`src/rtl/carrier_nco_epoch_ctrl.sv`:
```
// ============================================================================
// carrier_nco_epoch_ctrl : epoch-gated carrier NCO phase sequencer
// Revision: 1.0
// ============================================================================
`default_nettype none

module carrier_nco_epoch_ctrl #(
    parameter int DSIZE = 32,
    parameter int CNT_W = 16
) (
    input  logic             axis_aclk,
    input  logic             i_reset,
    input  logic             i_start_tracking,
    input  logic             i_delay_ready,
    input  logic             i_raw_data_valid,
    input  logic [DSIZE-1:0] i_cfg_phase_step,
    input  logic [DSIZE-1:0] i_cfg_rem_phase,
    input  logic [DSIZE-1:0] i_cfg_step_rate,
    input  logic [DSIZE-1:0] i_cfg_corr_length,
    input  logic             i_cfg_load,
    output logic             o_cfg_pending,
    output logic [DSIZE-1:0] o_phase,
    output logic             o_phase_valid,
    output logic [DSIZE-1:0] o_sample_index,
    output logic             o_epoch_done,
    output logic [CNT_W-1:0] o_epoch_count,
    output logic [DSIZE-1:0] o_rem_phase_out,
    output logic [1:0]       o_state
);

    localparam logic [DSIZE-1:0] C_ONE  = DSIZE'(1);
    localparam logic [CNT_W-1:0] C_CONE = CNT_W'(1);

    typedef enum logic [1:0] {
        ST_IDLE  = 2'd0,
        ST_ALIGN = 2'd1,
        ST_TRACK = 2'd2
    } state_t;

    state_t state_q, state_d;

    logic [DSIZE-1:0] sh_step_q, sh_rem_q, sh_rate_q, sh_len_q;
    logic [DSIZE-1:0] sh_step_d, sh_rem_d, sh_rate_d, sh_len_d;
    logic             pending_q, pending_d;
    logic [DSIZE-1:0] act_step_q, act_rem_q, act_rate_q, act_len_q;
    logic [DSIZE-1:0] act_step_d, act_rem_d, act_rate_d, act_len_d;
    logic [DSIZE-1:0] phase_q, step_q, idx_q;
    logic [DSIZE-1:0] phase_d, step_d, idx_d;
    logic [DSIZE-1:0] ophase_q, ophase_d, oidx_q, oidx_d, rem_out_q, rem_out_d;
    logic             ovalid_q, ovalid_d, done_q, done_d;
    logic [CNT_W-1:0] ecount_q, ecount_d;

    logic             w_accept;
    logic             w_last;
    logic [DSIZE-1:0] w_len_m1;
    logic [DSIZE-1:0] w_phase_nx;

    assign w_accept   = (state_q == ST_TRACK) && i_delay_ready && i_raw_data_valid;
    // A zero length behaves as a one-sample epoch.
    assign w_len_m1   = (act_len_q == '0) ? '0 : act_len_q - C_ONE;
    assign w_last     = (idx_q >= w_len_m1);
    assign w_phase_nx = phase_q + step_q;

    always_ff @(posedge axis_aclk) begin
        if (i_reset) begin
            state_q <= ST_IDLE;
        end else begin
            state_q <= state_d;
        end
    end

    always_comb begin
        state_d    = state_q;
        sh_step_d  = sh_step_q;
        sh_rem_d   = sh_rem_q;
        sh_rate_d  = sh_rate_q;
        sh_len_d   = sh_len_q;
        pending_d  = pending_q;
        act_step_d = act_step_q;
        act_rem_d  = act_rem_q;
        act_rate_d = act_rate_q;
        act_len_d  = act_len_q;
        phase_d    = phase_q;
        step_d     = step_q;
        idx_d      = idx_q;
        ophase_d   = ophase_q;
        oidx_d     = oidx_q;
        rem_out_d  = rem_out_q;
        ovalid_d   = 1'b0;
        done_d     = 1'b0;
        ecount_d   = ecount_q;

        case (state_q)
            ST_IDLE: begin
                oidx_d = '0;
                if (i_start_tracking) begin
                    state_d = ST_ALIGN;
                    idx_d   = '0;
                    if (pending_q) begin
                        {act_step_d, act_rem_d, act_rate_d, act_len_d} =
                            {sh_step_q, sh_rem_q, sh_rate_q, sh_len_q};
                        pending_d = 1'b0;
                        phase_d   = sh_rem_q;
                        step_d    = sh_step_q;
                    end else begin
                        phase_d = act_rem_q;
                        step_d  = act_step_q;
                    end
                end
            end
            ST_ALIGN: begin
                if (!i_start_tracking) begin
                    state_d = ST_IDLE;
                    idx_d   = '0;
                    oidx_d  = '0;
                end else if (i_delay_ready) begin
                    state_d = ST_TRACK;
                end
            end
            ST_TRACK: begin
                if (w_accept) begin
                    ovalid_d = 1'b1;
                    ophase_d = phase_q;
                    oidx_d   = idx_q;
                end
                // Dropping the channel abandons the partial epoch silently.
                if (!i_start_tracking) begin
                    state_d = ST_IDLE;
                    idx_d   = '0;
                    if (!w_accept) begin
                        oidx_d = '0;
                    end
                end else if (!i_delay_ready) begin
                    state_d = ST_ALIGN;
                end else if (w_accept) begin
                    if (w_last) begin
                        done_d    = 1'b1;
                        ecount_d  = ecount_q + C_CONE;
                        rem_out_d = w_phase_nx;
                        idx_d     = '0;
                        if (pending_q) begin
                            {act_step_d, act_rem_d, act_rate_d, act_len_d} =
                                {sh_step_q, sh_rem_q, sh_rate_q, sh_len_q};
                            pending_d = 1'b0;
                            phase_d   = sh_rem_q;
                            step_d    = sh_step_q;
                        end else begin
                            phase_d = w_phase_nx;
                            step_d  = act_step_q;
                        end
                    end else begin
                        phase_d = w_phase_nx;
                        step_d  = step_q + act_rate_q;
                        idx_d   = idx_q + C_ONE;
                    end
                end
            end
            default: begin
                state_d = ST_IDLE;
            end
        endcase

        // A load coinciding with an apply lands in the shadow for the next one.
        if (i_cfg_load) begin
            sh_step_d = i_cfg_phase_step;
            sh_rem_d  = i_cfg_rem_phase;
            sh_rate_d = i_cfg_step_rate;
            sh_len_d  = i_cfg_corr_length;
            pending_d = 1'b1;
        end
    end

    always_ff @(posedge axis_aclk) begin
        if (i_reset) begin
            sh_step_q  <= '0;
            sh_rem_q   <= '0;
            sh_rate_q  <= '0;
            sh_len_q   <= '0;
            pending_q  <= 1'b0;
            act_step_q <= '0;
            act_rem_q  <= '0;
            act_rate_q <= '0;
            act_len_q  <= '0;
            phase_q    <= '0;
            step_q     <= '0;
            idx_q      <= '0;
            ophase_q   <= '0;
            oidx_q     <= '0;
            rem_out_q  <= '0;
            ovalid_q   <= 1'b0;
            done_q     <= 1'b0;
            ecount_q   <= '0;
        end else begin
            sh_step_q  <= sh_step_d;
            sh_rem_q   <= sh_rem_d;
            sh_rate_q  <= sh_rate_d;
            sh_len_q   <= sh_len_d;
            pending_q  <= pending_d;
            act_step_q <= act_step_d;
            act_rem_q  <= act_rem_d;
            act_rate_q <= act_rate_d;
            act_len_q  <= act_len_d;
            phase_q    <= phase_d;
            step_q     <= step_d;
            idx_q      <= idx_d;
            ophase_q   <= ophase_d;
            oidx_q     <= oidx_d;
            rem_out_q  <= rem_out_d;
            ovalid_q   <= ovalid_d;
            done_q     <= done_d;
            ecount_q   <= ecount_d;
        end
    end

    assign o_cfg_pending   = pending_q;
    assign o_phase         = ophase_q;
    assign o_phase_valid   = ovalid_q;
    assign o_sample_index  = oidx_q;
    assign o_epoch_done    = done_q;
    assign o_epoch_count   = ecount_q;
    assign o_rem_phase_out = rem_out_q;
    assign o_state         = state_q;

endmodule

`default_nettype wire
```
`config.mk`:
```
export PLATFORM = sky130hd
export DESIGN_NAME = carrier_nco_epoch_ctrl
export DESIGN_NICKNAME = d
export VERILOG_FILES = /design/src/rtl/carrier_nco_epoch_ctrl.sv
export SDC_FILE = /design/constraint.sdc
export NUM_CORES = 1
export LEC_CHECK = 0
export ABC_AREA = 0
export CAP_MARGIN = 40
export CORE_MARGIN = 8
export CORE_UTILIZATION = 40
export CTS_BUF_LIST = sky130_fd_sc_hd__clkbuf_8
export DETAILED_ROUTE_END_ITERATION = 6
export GPL_TIMING_DRIVEN = 0
export PLACE_DENSITY_LB_ADDON = 0.12
export SKIP_LAST_GASP = 1
export SYNTH_ARGS = -nofsm -noshare
export SYNTH_HDL_FRONTEND = slang
export SYNTH_SLANG_ARGS = --single-unit
```
`constraint.sdc`:
```
create_clock -name axis_aclk -period 5.7 [get_ports axis_aclk]
set_input_delay 1.14 -clock axis_aclk [delete_from_list [all_inputs] [get_ports axis_aclk]]
set_output_delay 1.14 -clock axis_aclk [all_outputs]
set_load 0.005 [all_outputs]
```
==> impl_metrics.ini <==
[status]
outcome = completed

[clocking]
cts-root-to-sink-buffers = 3
cts_root_buffer = clkbuf_8
cts_made_buffers = 85
cts_sinks = 469
clock_tree.htree_level_count = 3
clock_pin_slew_of_the_registers_on_the_worst_case_setup_and_hold_paths_ps = 60
clock_latency_ps = 690
cts_hold_repair.buffers = 0
tritoncts_clock_tree = yes

[synthesis]
mappedNetlistNets = 2979
number_of_flops_mapped_to_enable_cells_by_yosys = 0
main_combinational_cell_family_by_area_after_synthesis = simple AND/OR/NAND/NOR gates
synth_seq_cells = 469
yosysSeqAreaShare = 0.417
synth_top_area_share = 0.417
synth_simple_gate_area_share = 0.203
syn-mean-instance-area_um2 = 8.21
synth_cells = 2745
ys_types = 82
synth-warning-count = 0
synthesis.area_um2 = 22500
synthMuxAreaShare = 0.0774
postSynth.topFlopCell = dfxtp_1
synth_adder_area_share = 0.0566
async_reset_ff_frac = 0
yosys-top-cells-area = dfxtp_1 42%, nand2_1 8.8%, mux2i_1 7.7%, a21oi_1 7.2%, nor2_1 5.6%
synth_compound_gate_area_share = 0.167
yosys.area.top_type = dfxtp_1
synth-xor-area-share = 0.0435

[sta]
final.hold.worst_slack_ps = 448
shortest_period_the_worst_path_allows_ps = 5500
finalHoldViolCount = 0
setup_viol_count_final = 0
period_share = 0.965
slew-limit-headroom = 0.363
finalSetupTns_ps = 0
worstMarginPinSlew_ps = 956
final_max_slew_viol_count = 0
worst_clock_skew_ps = 38.0
grt_setup_unrepaired = yes
max_freq_mhz = 182

[setup_path]
worstSetupStartpointType = flip-flop
timing_worst_setup_path_type = flip-flop to flip-flop
worst_r2r_path_depth = 20
worst-path-max-fanout = 10
setup.worst_path.end = act_rem_q[8]
required_time_of_the_critical_path_ps = 6300
timing.rr.start = act_len_q[2]
r2r_setup_slack_ps = 200
data_arrival_time_at_the_worst_slack_endpoint_ps = 6090
timing.critical_path.from = act_len_q[2]
critical_path.endpoint_type = flip-flop
worst_r2r_endpoint = act_rem_q[8]

[placement]
hpwl_mm = 65.6
place_area_um2 = 26200
gp_congestion = 0.977
io_buffers = 249

[job]
max-cap-violations = 0

[final_layout]
drive_gt1_frac = 0.0612
nets = 3336
final_common_cell = nand2_1
layout.cells.most_common_list = 526 x nand2_1, 469 x dfxtp_1, 333 x nor2_1
fillers = 5553
layout-area-overhead-vs-synth_pct = 23.7
final_design_area_no_fill_um2 = 27900
area_of_the_multi_input_gates_um2 = 12400
layout.area.seq_um2 = 9390
layout.core_utilization = 0.497

[global_route]
antenna_found_initial = 2
globalRouteTotalUtil = 0.257
globalRouteOverflowTotal = 0
grt_pass1_wl_mm = 126
grt_start_max_net_pins = 12
first_global_vias = 20647

[die]
floorplan.die_area_um2 = 64200
fp.dieH_um = 253
io_pins = 251
start_util = 0.402
fp.dieW_um = 253
row_count = 87
core_area_um2 = 56100

[detailed_routing]
first_iter_violations = 1577
via_per_inst = 5.47
vias = 21410
finalWirelength_mm = 84.7
drc_errors_left = 0
postRouteAntennaNets = 0
dr.pass1.iters = 5
route.detailed.wl_per_inst_um = 21.6

[pwr]
pwr_density_cell_nw_per_um2 = 266
power.static_leakage_nw = 10.9
ir_drop_worst_case_vdd_uv = 157

[worst_hold_path]
timing.hold.worst.class = flip-flop to flip-flop
hold_start = sh_step_q[24]
[area by class of cell]
cell class	instances	share of cell area
diodes	2	0.000180
plain buffers	164	0.0250
clock buffers	103	0.0509
clock inverters	38	0.00674
inverters	31	0.00418
multi-input cells	2081	0.444
flip-flops and latches	469	0.337
well taps	756	0.0339
repair buffers	270	0.0977
[cell families (layout without fill, tap and decap cells)]
kind of cell | Yosys count | count (layout)
AO/OA/AOI/OAI | 613 | 613
adder cells (fa/ha/maj) | 101 | 101
multiplexers | 174 | 174
flip-flops | 469 | 469
AND/OR/NAND/NOR | 1081 | 1081
buffers and inverters | 195 | 606
other | 0 | 2
XOR/XNOR | 112 | 112
[synth_stat cells (10+ instances only)]
cell	instances
buf_1	21
a21oi_1	322
nand2_1	526
nor2_1	334
mux2i_1	173
o21bai_1	10
o21ai_0	71
nand3_1	39
nor2b_1	13
nand4_1	20
dfxtp_1	469
nor3_1	51
a21o_1	23
a31oi_1	17
xor2_1	61
buf_2	20
and3_1	17
o31ai_1	11
clkbuf_1	116
o211ai_1	11
a211oi_1	28
xnor2_1	51
a22oi_1	21
nor4_1	13
a22o_1	15
inv_1	31
ha_1	98
[what timing repair did]
action                     CTS  global route
gates resized for setup      2            20
pin swaps                    0             2
setup buffers                0             4
setup endpoints to repair   41           224
[worst max-delay path, cell delays in order, from the launching register on]
cell	delay, ps
dfxtp_1	350
or3_1	440
nor3_2	260
nand3_1	250
or2_1	350
nand2b_1	240
nor4_1	300
xor2_1	210
nand2_1	80
ha_1	300
and2_1	170
a221o_1	340
a221oi_4	480
nand3_2	200
o21ai_4	320
or2_1	150
buf_4	230
buf_6	290
buf_4	240
nand2_1	80
a21oi_1	140
[per-stage QoR]
step / setup slack [ps] / std cells / power [mW]
finish: 201 / 3914 / 7.42
global route: -95.1 / 3914 / 7.73
floorplan: 1340 / 2745 / 4.01
CTS: 1.06 / 3907 / 7.47
global placement: -129 / 3750 / 4.36
detailed placement: -136 / 3766 / 4.39
[where the power goes]
| part | internal, mW | switching (mW) | leakage [nW] |
|---|---|---|---|
| Sequential | 3.37 | 0.0863 | 3.81 |
| Clock | 1.66 | 1.42 | 0.939 |
| Combinational | 0.352 | 0.540 | 6.18 |
[layer usage]
metal | track usage | up-vias | wire length, um
li1 | - | 10272 | -
met1 | 0.339 | 10114 | 37400
met2 | 0.409 | 834 | 37900
met3 | 0.0500 | 190 | 6030
met4 | 0.107 | 0 | 3380
met5 | 0 | - | 0
[worst min-delay path by stage]
stage / end / slack, ps / cells past startpoint
2_1_floorplan: act_rate_q[0] / 430 / 2
3_3_place_gp: act_step_q[8] / 440 / 2
3_5_place_dp: act_step_q[23] / 450 / 2
4_1_cts: act_step_q[24] / 450 / 2
5_1_grt: o_rem_phase_out[10] / 470 / 2
6_report: act_step_q[24] / 450 / 2
Note: power is estimated with default switching activity, not from simulation.
